<file path="src/rtl/rom_dl_sched.sv">
// rom_dl_sched: turns the data_io ROM download byte stream into SDRAM word
// writes for the Alpha68k core. It strips the board header (pcb/brd/tate),
// packs payload bytes into 16-bit words, queues them in a small FIFO and
// drains them over a req/ack write port. rom_loaded rises once the download
// has ended and every queued write has been accepted.
//
// Optional feature: define DL_CHECKSUM_EN to build the payload checksum on csum;
// when it is undefined, csum is tied to zero.
//
// Write-port handshake: wr_req is high exactly while the FIFO holds at least one
// entry. wr_addr/wr_data/wr_be show the head entry and hold steady until the
// cycle in which wr_ack is high. That ack pops the head, and the next entry
// appears on the following cycle. An ack while wr_req is low does nothing.
module rom_dl_sched #(
    parameter int HDR_BYTES  = 2,
    parameter int AW         = 23,
    parameter int FIFO_DEPTH = 4
) (
    input  logic          clk_72,
    input  logic          reset,
    input  logic          ioctl_downl,
    input  logic          ioctl_wr,
    input  logic [24:0]   ioctl_addr,
    input  logic [7:0]    ioctl_dout,
    output logic [3:0]    pcb,
    output logic          tate,
    output logic [7:0]    brd,
    output logic          wr_req,
    input  logic          wr_ack,
    output logic [AW-1:0] wr_addr,
    output logic [15:0]   wr_data,
    output logic [1:0]    wr_be,
    output logic          rom_loaded,
    output logic          busy,
    output logic          overflow,
    output logic [15:0]   csum,
    output logic [1:0]    dbg_state
);

    localparam int         PW       = $clog2(FIFO_DEPTH);
    localparam logic [PW:0] CNT_FULL = (PW+1)'(FIFO_DEPTH);
    localparam logic [24:0] HDR_A    = 25'(HDR_BYTES);

    typedef enum logic [1:0] {
        S_IDLE  = 2'd0,
        S_LOAD  = 2'd1,
        S_FLUSH = 2'd2,
        S_DONE  = 2'd3
    } state_t;

    typedef struct packed {
        logic [AW-1:0] addr;
        logic [15:0]   data;
        logic [1:0]    be;
    } entry_t;

    state_t        state_q, state_d;
    logic          downl_q, downl_d;
    logic          rise, fall;
    logic          load_entry;
    logic          rom_loaded_o, busy_o;

    logic [3:0]    pcb_q, pcb_d;
    logic          tate_q, tate_d;
    logic [7:0]    brd_q, brd_d;

    logic [7:0]    half_q, half_d;
    logic [AW-1:0] half_addr_q, half_addr_d;
    logic          half_valid_q, half_valid_d;
    logic          overflow_q, overflow_d;

    entry_t        mem_q [FIFO_DEPTH];
    entry_t        mem_d [FIFO_DEPTH];
    logic [PW-1:0] wptr_q, wptr_d, rptr_q, rptr_d;
    logic [PW:0]   count_q, count_d;

    logic          in_load, hdr_hit, pay_hit;
    logic [24:0]   p;
    logic [AW-1:0] waddr;
    logic          push, do_push, pop;
    entry_t        push_entry;
    entry_t        head;

    assign rise = ioctl_downl & ~downl_q;
    assign fall = ~ioctl_downl & downl_q;

    // FSM state register and download-strobe history
    always_ff @(posedge clk_72) begin
        if (reset) begin
            state_q <= S_IDLE;
            downl_q <= 1'b0;
        end else begin
            state_q <= state_d;
            downl_q <= downl_d;
        end
    end

    // FSM next-state: download edges move between phases, FLUSH waits for drain
    always_comb begin
        state_d = state_q;
        downl_d = ioctl_downl;
        case (state_q)
            S_IDLE:  if (rise) state_d = S_LOAD;
            S_LOAD:  if (fall) state_d = S_FLUSH;
            S_FLUSH: if (count_q == '0 && !half_valid_q) state_d = S_DONE;
            S_DONE:  if (rise) state_d = S_LOAD;
            default: state_d = S_IDLE;
        endcase
    end

    // FSM outputs: status flags and the one-cycle LOAD entry strobe
    always_comb begin
        rom_loaded_o = (state_q == S_DONE);
        busy_o       = (state_q == S_LOAD) || (state_q == S_FLUSH);
        load_entry   = rise && ((state_q == S_IDLE) || (state_q == S_DONE));
    end

    // Byte decode, half-word packing, FIFO pointer/count and overflow update
    always_comb begin
        pcb_d        = pcb_q;
        tate_d       = tate_q;
        brd_d        = brd_q;
        half_d       = half_q;
        half_addr_d  = half_addr_q;
        half_valid_d = half_valid_q;
        overflow_d   = overflow_q;
        mem_d        = mem_q;
        wptr_d       = wptr_q;
        rptr_d       = rptr_q;
        count_d      = count_q;
        push         = 1'b0;
        push_entry   = '0;

        in_load = (state_q == S_LOAD);
        p       = ioctl_addr - HDR_A;
        waddr   = p[AW:1];
        hdr_hit = in_load && ioctl_wr && (ioctl_addr < HDR_A);
        // Addresses past the SDRAM word range are silently discarded
        pay_hit = in_load && ioctl_wr && (ioctl_addr >= HDR_A) && ((p >> (AW + 1)) == '0);

        if (hdr_hit) begin
            if (ioctl_addr == 25'd0) begin
                tate_d = ioctl_dout[7];
                pcb_d  = ioctl_dout[3:0];
            end
            if (ioctl_addr == 25'd1) begin
                brd_d = ioctl_dout;
            end
        end

        if (load_entry) begin
            half_valid_d = 1'b0;
            overflow_d   = 1'b0;
        end else if (pay_hit) begin
            if (!p[0]) begin
                // A low byte still waiting has lost its partner: write it alone
                if (half_valid_q) begin
                    push       = 1'b1;
                    push_entry = '{addr: half_addr_q, data: {8'h00, half_q}, be: 2'b01};
                end
                half_d       = ioctl_dout;
                half_addr_d  = waddr;
                half_valid_d = 1'b1;
            end else begin
                push         = 1'b1;
                push_entry   = '{addr: waddr,
                                 data: {ioctl_dout, half_valid_q ? half_q : 8'h00},
                                 be:   half_valid_q ? 2'b11 : 2'b10};
                half_valid_d = 1'b0;
            end
        end else if (state_q == S_FLUSH && half_valid_q) begin
            push         = 1'b1;
            push_entry   = '{addr: half_addr_q, data: {8'h00, half_q}, be: 2'b01};
            half_valid_d = 1'b0;
        end

        pop     = wr_ack && (count_q != '0);
        do_push = push && ((count_q != CNT_FULL) || pop);
        if (push && !do_push) begin
            overflow_d = 1'b1;
        end
        if (do_push) begin
            mem_d[wptr_q] = push_entry;
            wptr_d        = wptr_q + PW'(1);
        end
        if (pop) begin
            rptr_d = rptr_q + PW'(1);
        end
        count_d = count_q + (PW+1)'(do_push) - (PW+1)'(pop);
    end

    // Control, header and FIFO bookkeeping registers
    always_ff @(posedge clk_72) begin
        if (reset) begin
            pcb_q        <= '0;
            tate_q       <= 1'b0;
            brd_q        <= '0;
            half_q       <= '0;
            half_addr_q  <= '0;
            half_valid_q <= 1'b0;
            overflow_q   <= 1'b0;
            wptr_q       <= '0;
            rptr_q       <= '0;
            count_q      <= '0;
        end else begin
            pcb_q        <= pcb_d;
            tate_q       <= tate_d;
            brd_q        <= brd_d;
            half_q       <= half_d;
            half_addr_q  <= half_addr_d;
            half_valid_q <= half_valid_d;
            overflow_q   <= overflow_d;
            wptr_q       <= wptr_d;
            rptr_q       <= rptr_d;
            count_q      <= count_d;
        end
    end

    // FIFO storage; contents are don't-care while the matching slot is empty
    always_ff @(posedge clk_72) begin
        mem_q <= mem_d;
    end

`ifdef DL_CHECKSUM_EN
    logic [15:0] csum_q, csum_d;

    // Running payload byte sum, restarted on each new download
    always_comb begin
        csum_d = csum_q;
        if (load_entry) begin
            csum_d = '0;
        end else if (pay_hit) begin
            csum_d = csum_q + {8'h00, ioctl_dout};
        end
    end

    // Checksum register
    always_ff @(posedge clk_72) begin
        if (reset) begin
            csum_q <= '0;
        end else begin
            csum_q <= csum_d;
        end
    end

    assign csum = csum_q;
`else
    assign csum = 16'h0000;
`endif

    // Head of the FIFO drives the write port; outputs read zero while empty
    assign head       = mem_q[rptr_q];
    assign wr_req     = (count_q != '0);
    assign wr_addr    = wr_req ? head.addr : '0;
    assign wr_data    = wr_req ? head.data : '0;
    assign wr_be      = wr_req ? head.be   : '0;
    assign pcb        = pcb_q;
    assign tate       = tate_q;
    assign brd        = brd_q;
    assign overflow   = overflow_q;
    assign rom_loaded = rom_loaded_o;
    assign busy       = busy_o;
    assign dbg_state  = state_q;

endmodule

</file>
<file path="config.mk">
export PLATFORM = sky130hd
export DESIGN_NAME = rom_dl_sched
export DESIGN_NICKNAME = d
export VERILOG_FILES = /design/src/rtl/rom_dl_sched.sv
export SDC_FILE = /design/constraint.sdc
export NUM_CORES = 1
export LEC_CHECK = 0
export ABC_CLOCK_PERIOD_IN_PS = 3800
export CORE_UTILIZATION = 45
export DETAILED_ROUTE_END_ITERATION = 12
export PLACE_DENSITY_LB_ADDON = 0.15
export SYNTH_ARGS = -nofsm -noshare
export SYNTH_HDL_FRONTEND = slang
export SYNTH_SLANG_ARGS = --single-unit
</file>
<file path="constraint.sdc">
create_clock -name clk_72 -period 3.8 [get_ports clk_72]
set_input_delay 0.76 -clock clk_72 [delete_from_list [all_inputs] [get_ports clk_72]]
set_output_delay 0.76 -clock clk_72 [all_outputs]
set_load 0.01 [all_outputs]
</file>
# Yosys cells after proc, flatten, opt, wreduce, memory -nomap -nowiden
# Cells that the tools add are included.
# totals
regBits	220
elab_cells	109
output_inout_bits	76
inputBits	38
# classes
n_addsub	5
muxes	30
n_bitwise	8
n_eq_ne	8
order_cmp	5
reduce_logical	29
# ops
cell	count
$mux W41	8
$bwmux W164	1
$bmux W41 S2	1
$demux W41 S2	1
$logic_not A25 Y1	2
$eq A25 B1 Y1 const B	1
$ge A25 B2 Y1 const B	1
$lt A25 B2 Y1 const B	1
$sub A25 B2 Y25 const B	1
$mux W23	1
$mux W16	1
$logic_and A1 B1 Y1	11
$mux W1	11
$mux W2	4
$mux W8	1
$ge A3 B3 Y1 const B	2
$not A2 Y3	2
$pmux W2 S3	1
$reduce_and A3 Y1	2
$add A2 B1 Y2 const B	2
$eq A2 B2 Y1 const B	2
$ne A2 B2 Y1 const B	2
$not A1 Y1	4
$reduce_and A2 Y1	2
other kinds (14)	20

# Logic depth before layout (Yosys ltp)
# Gate-level depths: netlist of run 1.
# logic_depth
depth_word	10
ltp_mapped	17
mapped_depth_nobuf	16

# Worst setup path before layout of run 1
# No wires, ideal clock.
# synth_timing
path_type	in2reg
startpoint	input ioctl_addr[21]
endpoint	register mem_q[0] in the netlist's numbering, enable pin
slack_ns	-0.115
arrival_time_ns	3.512
setup_ns	0.402
path_buffers	1
cell_stages	7
cell_sequence	or4_4 > or2_4 > or3_1 > buf_2 > nand2_1 > o221a_2 > and2_1
# synth_via
elab_chain_len	6
elab_cells_between_ends	8
cone_classes	add/sub (1); order compare (1); mux (2); reduce/logical (4)
# synth_lines
item	line_no	text
start, declared	23	input logic [24:0] ioctl_addr,
$sub A25 B2 Y25 / $ge A25 B2 Y1 (equally long branches)	135, 139	
$logic_not A25 Y1 / $logic_and A1 B1 Y1 (equally long branches)	139	pay_hit = in_load && ioctl_wr && (ioctl_addr >= HDR_A) && ((p >> (AW + 1)) == '0);
$logic_and A1 B1 Y1 (*)	139	
$mux W1 (*)	154	end else if (pay_hit) begin
$mux W1 (*)	151	if (load_entry) begin
$logic_and A1 B1 Y1 (*)	178	do_push = push && ((count_q != CNT_FULL) || pop);
end signal, assigned	221	mem_q <= mem_d;
end, declared	72	entry_t mem_q [FIFO_DEPTH];
# Mark *: on every way between the ends. The rest lies on a longest branch, timed or not.
# A chain may end at the register's enable or synchronous reset.

# Final worst setup path of run 1
# layout_timing
startpoint	input ioctl_addr[21]
endpoint	register count_q[2]
# layout_via
elab_chain_len	8
elab_cells_between_ends	10
cone_classes	add/sub (3); order compare (1); mux (2); reduce/logical (4)
# layout_lines
item	line_no	text
$sub A25 B2 Y25 / $ge A25 B2 Y1 (equally long branches)	135, 139	
$logic_not A25 Y1 / $logic_and A1 B1 Y1 (equally long branches)	139	
$logic_and A1 B1 Y1 (*)	139	
$mux W1 (*)	154	
$mux W1 (*)	151	
$logic_and A1 B1 Y1 (*)	178	
$add A3 B1 Y3 (*)	189	count_d = count_q + (PW+1)'(do_push) - (PW+1)'(pop);
$sub A3 B1 Y3 (*)	189	
end signal, assigned	215	count_q <= count_d;
end, declared	75	logic [PW:0] count_q, count_d;
# Marked as above.

==> run_results.csv, run 1 <==
group,metric,value,unit
timing,skew,0.0112,ns
synthesis,synth_top_cell_by_area,"edfxtp_1",
pwr,p_leak,4.01,nW
layout,drive_gt1_frac,0.210,
critical_path,crit_family,"simple AND/OR/NAND/NOR gates",
timing,finalHoldViolCount,0,
critical_path,slowest_stage,"or4_4",
critical_path,path_cells,"clkdlybuf4s50_1 > or4_4 > or2_4 > or3_4 > nand2_2 > o221a_2 > inv_1 > ha_1 > inv_1 > ha_1 > inv_1 > fa_1 > xor2_1 > xnor2_1 > nor2_1",
grt,track_usage,0.198,
timing,setup_viol,0,
floorplanning,start_util,0.458,
critical_path,cp-start-kind,"input port",
clock_tree,cts_setup_buffers,0,
synthesis,synthFlopType,"edfxtp_1",
layout,area_growth,26.1,%
layout,num_antenna_cells,0,
pwr,ir_drop,0.000306,V
routing,drtIter0Drc,379,
flow_run,drv_cap,0,
synthesis,synth_area,0.00963,mm²
place,postPlaceCellArea,0.0114,mm²
floorplanning,coreArea,0.0210,mm²
timing,fin_crit_sh,0.959,
critical_path,path_depth,15,
clock_tree,h-tree-depth,1,
layout,final_area,0.0122,mm²
grt,antenna_found_initial,0,
grt,gr-usage-met2,0.337,
clock_tree,cts_tree,"done",
min_path,hold_path.class,"flip-flop to flip-flop",
critical_path,worstPathArrival,4.00,ns
layout,nets,873,
routing,drt-total-wl,20.9,mm
grt,grt_first_pass_wirelength,33.5,mm
timing,slew_headroom,0.293,
critical_path,r2r-end,"count_q[2]",
outcome,outcome,"completed",
routing,avgRoutedWirePerCell,18.8,µm
routing,drt_first_pass_iters,5,
timing,fmax,0.274,GHz
synthesis,yosysMostFrequentCell,"edfxtp_1",
timing,period_needed,3.65,ns
critical_path,cp_common_cell,"inv_1",
floorplanning,die_area,0.0220,mm²
synthesis,synth_area_per_cell,14.4,µm²
clock_tree,cts_root_buf,"clkbuf_16",
min_path,hold_start,"half_q[7]",
synthesis,yosys-top-cells-area,"edfxtp_1 (51%), dfxtp_1 (12%), mux4_2 (9.6%), and2_1 (3.6%), mux2i_1 (2.7%)",
critical_path,reg2reg_from,"dbg_state[1]",
synthesis,yosysSeqAreaShare,0.628,
clock_tree,cts_max_path_buffers,3,
critical_path,worstSetupEndpointType,"flip-flop",
synthesis,synth_edf_count,164,
synthesis,netlist_instances,669,
synthesis,yosys_warnings,0,
routing,routed-via-count,5947,
synthesis,async_flop_share,0,
synthesis,yosys.area.top_type_share,0.511,
synthesis,synth_seq_cells,220,
clock_tree,cts_made_buffers,23,
critical_path,path_class,"input port to flip-flop",
min_path,hold-path-cell-count,2,
clock_tree,clk_pin_slew,0.06,ns
pwr,power_density,591,mW/mm²
clock_tree,worst_skew_pair.late_latency,0.50,ns
place,numPortBuffers,97,
grt,grt_pass1_vias,6186,
floorplanning,fp.dieW,148,µm
floorplanning,die_y,148,µm
timing,rsz0062_at_grt,"false",
synthesis,ys_types,60,
timing,worst_pin_slew,1.06,ns
critical_path,worstPathRequired,4.15,ns
grt,grt_use_met1,0.271,
layout,filler_cell_count,1648,
routing,viasPerCell,5.34,
critical_path,max_stage_delay,0.55,ns
grt,grtUsageMet3,0.0239,
place,dp_hpwl,14.2,mm
routing,route.detailed.drc,0,
layout,fin_util,0.578,
timing,drv_slew,0,
synthesis,synth_common_cells,"edfxtp_1 (164), nor2_1 (65), and2_1 (56), dfxtp_1 (56), mux4_2 (41)",
grt,grt_max_degree,46,
floorplanning,io_pins,114,
clock_tree,cts.sinks,220,
critical_path,r2r_cells,16,
routing,final_antenna_net_count,0,
grt,gr-total-overflow,0,
critical_path,reg2reg_slack,0.60,ns
place,gp_congestion,0.851,
grt,top_usage_layer,"met2",
min_path,holdPathEnd,"half_q[7]",
pwr,total_power,7.18,mW
critical_path,path_buf_inv,4,
critical_path,cp_max_fo,5,
floorplanning,fp-row-count,53,
## area by class of cell
class                           instances  area, µm²  share of cell area
Tap cell                              275        344              0.0283
Timing Repair Buffer                  168       1590               0.131
Sequential cell                       220       6050               0.498
Inverter                               14       52.6             0.00432
Multi-Input combinational cell        396       3340               0.275
Clock buffer                           31        636              0.0523
Clock inverter                         10        148              0.0122
## power by group
group	total, mW	internal (mW)	switching, mW
clock network	2.31	1.44	0.873
registers	2.68	2.62	0.0611
logic	2.18	1.21	0.978
## cell usage in the layout (no fill, tap or decap), types with 4 or more instances in the layout
cell type        Yosys  final
and2_1              56     52
nand2b_1             4      4
o32ai_1             10     10
bufinv_16            0      4
nor2_1              65     65
nor3_1               8      8
mux4_2              41     41
buf_12               0      7
clkdlybuf4s50_1      0     96
a211oi_2            12     12
xnor2_1             16     16
mux2i_1             26     26
nor4_1               5      5
or3_1                9      8
buf_4               17     64
a211oi_1            11     11
inv_1               14     14
clkinv_1             0      4
and2_2               0      4
edfxtp_1           164    164
o2bb2ai_1            5      5
clkbuf_16            0     23
a21oi_1              6      6
and3_1               9      9
ha_1                11     11
clkbuf_1            28      5
nand2_1             27     26
nand3_1              4      4
xor2_1               7      7
nor2b_1              4      4
conb_1               1     16
dfxtp_1             56     54
## flip-flops by register name (all words and copies together) (netlist names)
register	count
half_valid_q	1
brd	8
rptr_q	2
pcb	4
half_q	8
downl_q	1
overflow	1
wptr_q	2
count_q	3
half_addr_q	23
dbg_state	2
tate	1
mem_q	164
## how the worst max path moves through the flow
stage,from,endpoint,slack (ns)
floorplan,ioctl_addr[21],count_q[2],0.004
global placement,ioctl_addr[21],count_q[2],-0.31
detailed placement,ioctl_addr[21],count_q[2],-0.38
CTS,ioctl_addr[21],count_q[2],0.13
global route,ioctl_addr[21],count_q[2],0.01
finish,ioctl_addr[21],count_q[2],0.15
## routing by layer
metal  routed length (µm)  up-vias
li1                     -     2806
met1                 9400     2966
met2                10400      153
met3                  853       22
met4                  291        0
met5                    0        -
## cells by family after synthesis
logic type,Yosys count,share of synthesized area
simple gates,209,0.113
xor+xnor,23,0.0209
buf+inv,68,0.0351
fa+ha+maj,12,0.0164
mux,69,0.125
other cells,1,0.000389
flops,220,0.628
compound gates,67,0.0613
## worst register-to-register path: cells and delay by family (launching register included)
family / cells / cell delay, ns
simple gates: 4 / 0.74
buf+inv: 4 / 0.27
xor+xnor: 2 / 0.31
fa+ha+maj: 4 / 1.01
compound gates: 2 / 0.37
flops: 1 / 0.35
## timing repair
item	in CTS	in global routing
gates resized for setup	0	2
setup endpoints to repair	0	1
hold buffers	0	0
## through the flow
step	instances	setup WS (ns)	hold WS [ns]	TNS, ns
3_3_place_gp	1073	-0.311	0.473	-0.426
4_1_cts	1114	0.132	0.492	0
6_report	1114	0.154	0.489	0
5_1_grt	1114	0.0120	0.515	0
2_1_floorplan	684	0.00423	0.452	0
3_5_place_dp	1073	-0.382	0.478	-0.553
Note: power is estimated with default switching activity, not from simulation.
==> run 2: changes to the inputs <==
Settings changed: ABC_AREA set to 1, CTS_CLUSTER_SIZE set to 12.
==> run_results.csv, run 2 <==
group,metric,value,unit
outcome,outcome,"completed",
synthesis,synth_common_cells,"nor2_1 (250), edfxtp_1 (164), o21ai_0 (125), a21oi_1 (100), nand2_1 (89)",
min_path,hold_start,"half_q[3]",
timing,skew,0.0167,ns
clock_tree,cts_max_path_buffers,3,
routing,route.detailed.drc,0,
layout,reg.largest.list,"mem_q x164, half_addr_q x23",
synthesis,yosys_warnings,0,
clock_tree,cts_root_buf,"clkbuf_16",
floorplanning,fp.dieW,151,µm
clock_tree,postCtsHoldBufs,0,
clock_tree,cts.sinks,220,
pwr,ir_drop,0.000358,V
synthesis,async_flop_share,0,
routing,drt_first_pass_iters,4,
grt,antenna_found_initial,0,
critical_path,worstPathArrival,2.71,ns
routing,avgRoutedWirePerCell,15.8,µm
grt,gr-total-overflow,0,
grt,grt_first_pass_wirelength,35.8,mm
timing,setup_slack,0.335,ns
place,numPortBuffers,97,
synthesis,synthFlopType,"edfxtp_1",
floorplanning,io_pins,114,
critical_path,cp-start-kind,"flip-flop",
critical_path,max_stage_delay,0.69,ns
pwr,power_frac_comb,0.295,
floorplanning,start_util,0.458,
critical_path,crit_family,"buffers and inverters",
clock_tree,clk_pin_slew,0.06,ns
clock_tree,cts_made_buffers,23,
critical_path,worstSetupEndpointType,"primary output",
layout,num_antenna_cells,0,
pwr,pwr-share-clk,0.302,
timing,hold_ws,0.454,ns
layout,area_growth,20.7,%
synthesis,netlist_instances,1059,
pwr,internal_power,4.67,mW
timing,finalHoldViolCount,0,
place,postPlaceCellArea,0.0114,mm²
min_path,hold_path.class,"flip-flop to flip-flop",
critical_path,path_cells,"buf_4 > nor2_1 > nor2_1 > o21ai_0 > a21oi_1 > clkdlybuf4s50_1",
routing,drtIter0Drc,415,
grt,grt_pass1_vias,6742,
timing,fmax,0.289,GHz
layout,regMostFlops,"mem_q",
timing,fin_crit_sh,0.912,
pwr,p_seq_frac,0.403,
pwr,power_switching,2.04,mW
timing,worst_pin_slew,0.910,ns
layout,final_area,0.0120,mm²
timing,slew_headroom,0.393,
synthesis,yosysMostFrequentCell,"nor2_1",
critical_path,cp_max_fo,85,
pwr,power_density,558,mW/mm²
synthesis,yosysSeqAreaShare,0.607,
critical_path,worstPathRequired,3.04,ns
critical_path,cp_common_cell,"nor2_1",
clock_tree,cts_tree,"done",
critical_path,path_buf_inv,2,
pwr,total_power,6.71,mW
layout,nets,1216,
timing,setup_tns,0,ns
critical_path,path_class,"flip-flop to primary output",
floorplanning,die_y,151,µm
clock_tree,cts_setup_buffers,0,
clock_tree,cts_resized,0,
place,gp_congestion,0.910,
critical_path,reg2reg_from,"dbg_state[0]",
synthesis,synth_area,0.00996,mm²
timing,rsz0062_at_grt,"false",
synthesis,synth_seq_cells,220,
synthesis,synth_area_per_cell,9.41,µm²
grt,grt_max_degree,86,
flow_run,drv_cap,0,
clock_tree,worst_skew_pair.late_latency,0.50,ns
floorplanning,die_area,0.0227,mm²
pwr,power_switching_share,0.303,
grt,track_usage,0.206,
synthesis,yosys.area.top_type_share,0.494,
clock_tree,h-tree-depth,1,
critical_path,startpoint,"rptr_q[0]",
layout,drive_gt1_frac,0.0770,
routing,drt-total-wl,23.1,mm
layout,mostFrequentLayoutCells,"nor2_1 (246), edfxtp_1 (164), o21ai_0 (125)",
timing,setup_viol,0,
timing,drv_slew,0,
synthesis,synth_top_cell_by_area,"edfxtp_1",
synthesis,yosys-top-cells-area,"edfxtp_1 (49%), dfxtp_1 (11%), nor2_1 (9.4%), o21ai_0 (6.3%), a21oi_1 (5.0%)",
floorplanning,fp-row-count,54,
layout,filler_cell_count,1953,
critical_path,slowest_stage,"buf_4",
synthesis,ys_types,33,
timing,period_needed,3.47,ns
routing,viasPerCell,5.06,
pwr,p_leak,4.37,nW
layout,largest_reg_flops,164,
floorplanning,coreArea,0.0218,mm²
layout,layout_commonest_cell,"nor2_1",
place,post-place-ws,0.0484,ns
place,dp_hpwl,14.6,mm
routing,final_antenna_net_count,0,
routing,routed-via-count,7404,
synthesis,synth_edf_count,164,
[run 2: cell types whose count changed after synthesis, sizes merged, moves of 26 or more]
cell / delta
and2: -57
a21oi: +96
o21ai: +146
inv: +76
mux4: -41
nor2: +192
mux2i: -26
nand2: +65
[run 2: routing by layer]
metal,GRT usage,vias to the layer above,routed length [µm]
met5,0,-,0
met4,0.0440,0,261
met3,0.0295,19,1120
met2,0.327,201,10400
met1,0.300,3445,11400
li1,-,3739,-
[run 2: logic make-up after synthesis]
logic type / count (synthesis) / share of synthesized area
xor gates and xnor gates: 22 / 0.0193
and+or+nand+nor: 391 / 0.159
other: 1 / 0.000376
adders and majority gates: 12 / 0.0158
AOI/OAI and AO/OA: 253 / 0.128
buffers and inverters: 160 / 0.0698
DFF: 220 / 0.607
[run 2: worst reg2reg max path, stage by stage, from the launching register on]
cell and delay, ns:
dfxtp_1 0.42, inv_1 0.07, ha_1 0.29, inv_1 0.07, nor3_1 0.45, inv_2 0.08
nand3_2 0.10, ha_1 0.23, inv_1 0.05, ha_1 0.13, inv_1 0.05, fa_1 0.37
xor2_1 0.16, o21ai_0 0.15, a21oi_1 0.06
[run 2: final cells by class]
| class | instances | area (µm²) | area share |
|---|---|---|---|
| clock buffers | 38 | 663 | 0.0551 |
| inverters | 93 | 349 | 0.0290 |
| well taps | 280 | 350 | 0.0291 |
| repair buffers | 134 | 1300 | 0.108 |
| flip-flops and latches | 220 | 6050 | 0.503 |
| multi-input cells | 694 | 3310 | 0.275 |
| clock inverters | 3 | 13.8 | 0.00114 |
[run 2: metrics by stage]
stage,std cells,utilization
3_5_place_dp,1421,0.522
6_report,1462,0.553
2_1_floorplan,1074,-
3_3_place_gp,1421,0.522
5_1_grt,1462,0.553
4_1_cts,1462,0.553
[run 2: power by group through the flow]
stage,sequential (mW),combinational (mW),clock (mW)
finish,2.71,1.98,2.02
global route,2.72,2.18,2.17
CTS,2.71,2.01,2.06
detailed placement,2.76,2.00,0
global placement,2.76,1.98,0
floorplan,2.75,1.06,0
[run 2: worst paths after layout]
path                               endpoint  slack [ns]  cells after the start
worst max-delay path            wr_addr[21]        0.33                      6
worst max register to register   count_q[2]        1.00                     14
worst min register to register    half_q[3]        0.45                      2
worst min-delay path              half_q[3]        0.45                      2
==> run 3: changes to the inputs <==
Settings changed: CORE_MARGIN set to 2, GPL_ROUTABILITY_DRIVEN set to 0.
==> run_results.csv, run 3 (synthesized netlist as in run 2, its figures left out) <==
group,metric,value,unit
outcome,outcome,"completed",
pwr,power_switching,2.07,mW
clock_tree,postCtsHoldBufs,0,
critical_path,reg2reg_from,"count_q[1]",
layout,regMostFlops,"mem_q",
critical_path,path_class,"flip-flop to primary output",
timing,hold_ws,0.458,ns
floorplanning,io_pins,114,
min_path,holdPathEnd,"half_q[6]",
timing,setup_viol,0,
pwr,total_power,6.78,mW
routing,drt-total-wl,23.4,mm
clock_tree,worst_skew_pair.late_latency,0.51,ns
min_path,hold_path.class,"flip-flop to flip-flop",
layout,fin_util,0.557,
critical_path,worstPathArrival,2.65,ns
critical_path,r2r_cells,12,
min_path,hold_start,"half_q[6]",
min_path,hold-path-cell-count,2,
clock_tree,cts_root_buf,"clkbuf_16",
critical_path,cp-start-kind,"flip-flop",
pwr,power_density,560,mW/mm²
timing,worst_pin_slew,0.695,ns
pwr,power_frac_comb,0.299,
grt,antenna_found_initial,0,
timing,slew_headroom,0.536,
clock_tree,clk_pin_slew,0.06,ns
clock_tree,cts.sinks,220,
clock_tree,cts_max_path_buffers,3,
critical_path,cp_max_fo,19,
grt,track_usage,0.198,
grt,grt_first_pass_wirelength,37.4,mm
timing,finalHoldViolCount,0,
critical_path,r2r-end,"count_q[2]",
layout,largest_reg_flops,164,
grt,grt_max_degree,86,
routing,viasPerCell,5.10,
pwr,power_switching_share,0.306,
routing,drt_first_pass_iters,5,
layout,drive_gt1_frac,0.0809,
pwr,pwr-share-clk,0.301,
clock_tree,cts_resized,0,
critical_path,slowest_stage,"clkdlybuf4s50_1",
timing,rsz0062_at_grt,"false",
floorplanning,coreArea,0.0218,mm²
floorplanning,fp.dieW,153,µm
layout,area_growth,21.5,%
timing,period_needed,3.41,ns
routing,final_antenna_net_count,0,
critical_path,startpoint,"count_q[1]",
clock_tree,cts_tree,"done",
layout,reg.largest.list,"mem_q x164, half_addr_q x23",
layout,num_antenna_cells,0,
pwr,internal_power,4.71,mW
floorplanning,start_util,0.458,
timing,drv_slew,0,
routing,drtIter0Drc,474,
grt,gr-total-overflow,0,
critical_path,worstPathRequired,3.04,ns
timing,fin_crit_sh,0.897,
layout,nets,1220,
critical_path,path_cells,"nor2_1 > nand2_1 > clkinvlp_4 > buf_4 > a21oi_1 > clkdlybuf4s50_1",
pwr,p_leak,4.40,nW
layout,layout_commonest_cell,"nor2_1",
critical_path,max_stage_delay,0.57,ns
floorplanning,die_area,0.0233,mm²
layout,mostFrequentLayoutCells,"nor2_1 (246), edfxtp_1 (164), o21ai_0 (125)",
clock_tree,cts_setup_buffers,0,
pwr,ir_drop,0.000377,V
grt,grt_pass1_vias,7052,
flow_run,drv_cap,0,
critical_path,crit_family,"buffers and inverters",
floorplanning,fp-row-count,54,
critical_path,worstSetupEndpointType,"primary output",
critical_path,path_buf_inv,3,
floorplanning,die_y,153,µm
place,numPortBuffers,97,
clock_tree,h-tree-depth,1,
place,dp_hpwl,14.9,mm
timing,fmax,0.293,GHz
routing,routed-via-count,7476,
routing,route.detailed.drc,0,
critical_path,reg2reg_slack,0.96,ns
timing,skew,0.0259,ns
pwr,p_seq_frac,0.400,
clock_tree,cts_made_buffers,23,
routing,avgRoutedWirePerCell,15.9,µm
## run 3: cell count changes in the layout (fill, tap and decap cells not counted), sizes merged
cell and change:
clkinvlp +1, inv +1, buf +4, clkbuf -1
## run 3: layout make-up
cell class	instances	area, µm²
Clock buffer	37	658
Timing Repair Buffer	138	1370
Inverter	93	353
Fill cell	1922	9650
Multi-Input combinational cell	694	3310
Tap cell	280	350
Sequential cell	220	6050
Clock inverter	5	26.3
## run 3: worst max-delay path by stage
stage / end / slack [ns] / cells after the start
2_1_floorplan: mem_q[0] / -0.44 / 12
3_3_place_gp: count_q[2] / 0.14 / 20
3_5_place_dp: count_q[2] / 0.08 / 19
4_1_cts: wr_data[15] / 0.09 / 6
5_1_grt: count_q[2] / 0.23 / 19
6_report: wr_data[15] / 0.39 / 6
## run 3: metal layers
layer	track usage	up-vias	wire length, µm
met1	0.289	3499	11100
met5	0	-	0
met2	0.320	204	10800
met4	0.0406	0	293
li1	-	3748	-
met3	0.0265	25	1210
## run 3: metrics by stage
stage	TNS (ns)	worst slack [ns]	cells	instance area, µm²
2_1_floorplan	-72.38	-0.441	1074	10000
3_3_place_gp	0	0.139	1425	11400
3_5_place_dp	0	0.0833	1425	11400
4_1_cts	0	0.0913	1467	12100
5_1_grt	0	0.231	1467	12100
6_report	0	0.392	1467	12100
## run 3: tightest hold or removal path, cell delays in order, from the launching register on
cell and delay (ns):
dfxtp_1 0.29, inv_1 0.06, a21oi_1 0.06
## run 3: power groups by stage
| stage | registers (mW) | logic [mW] | clock network (mW) |
|---|---|---|---|
| 3_3_place_gp | 2.76 | 2.02 | 0 |
| 3_5_place_dp | 2.76 | 2.04 | 0 |
| 6_report | 2.71 | 2.03 | 2.04 |
| 4_1_cts | 2.71 | 2.05 | 2.08 |
| 2_1_floorplan | 2.75 | 1.06 | 0 |
| 5_1_grt | 2.72 | 2.23 | 2.18 |
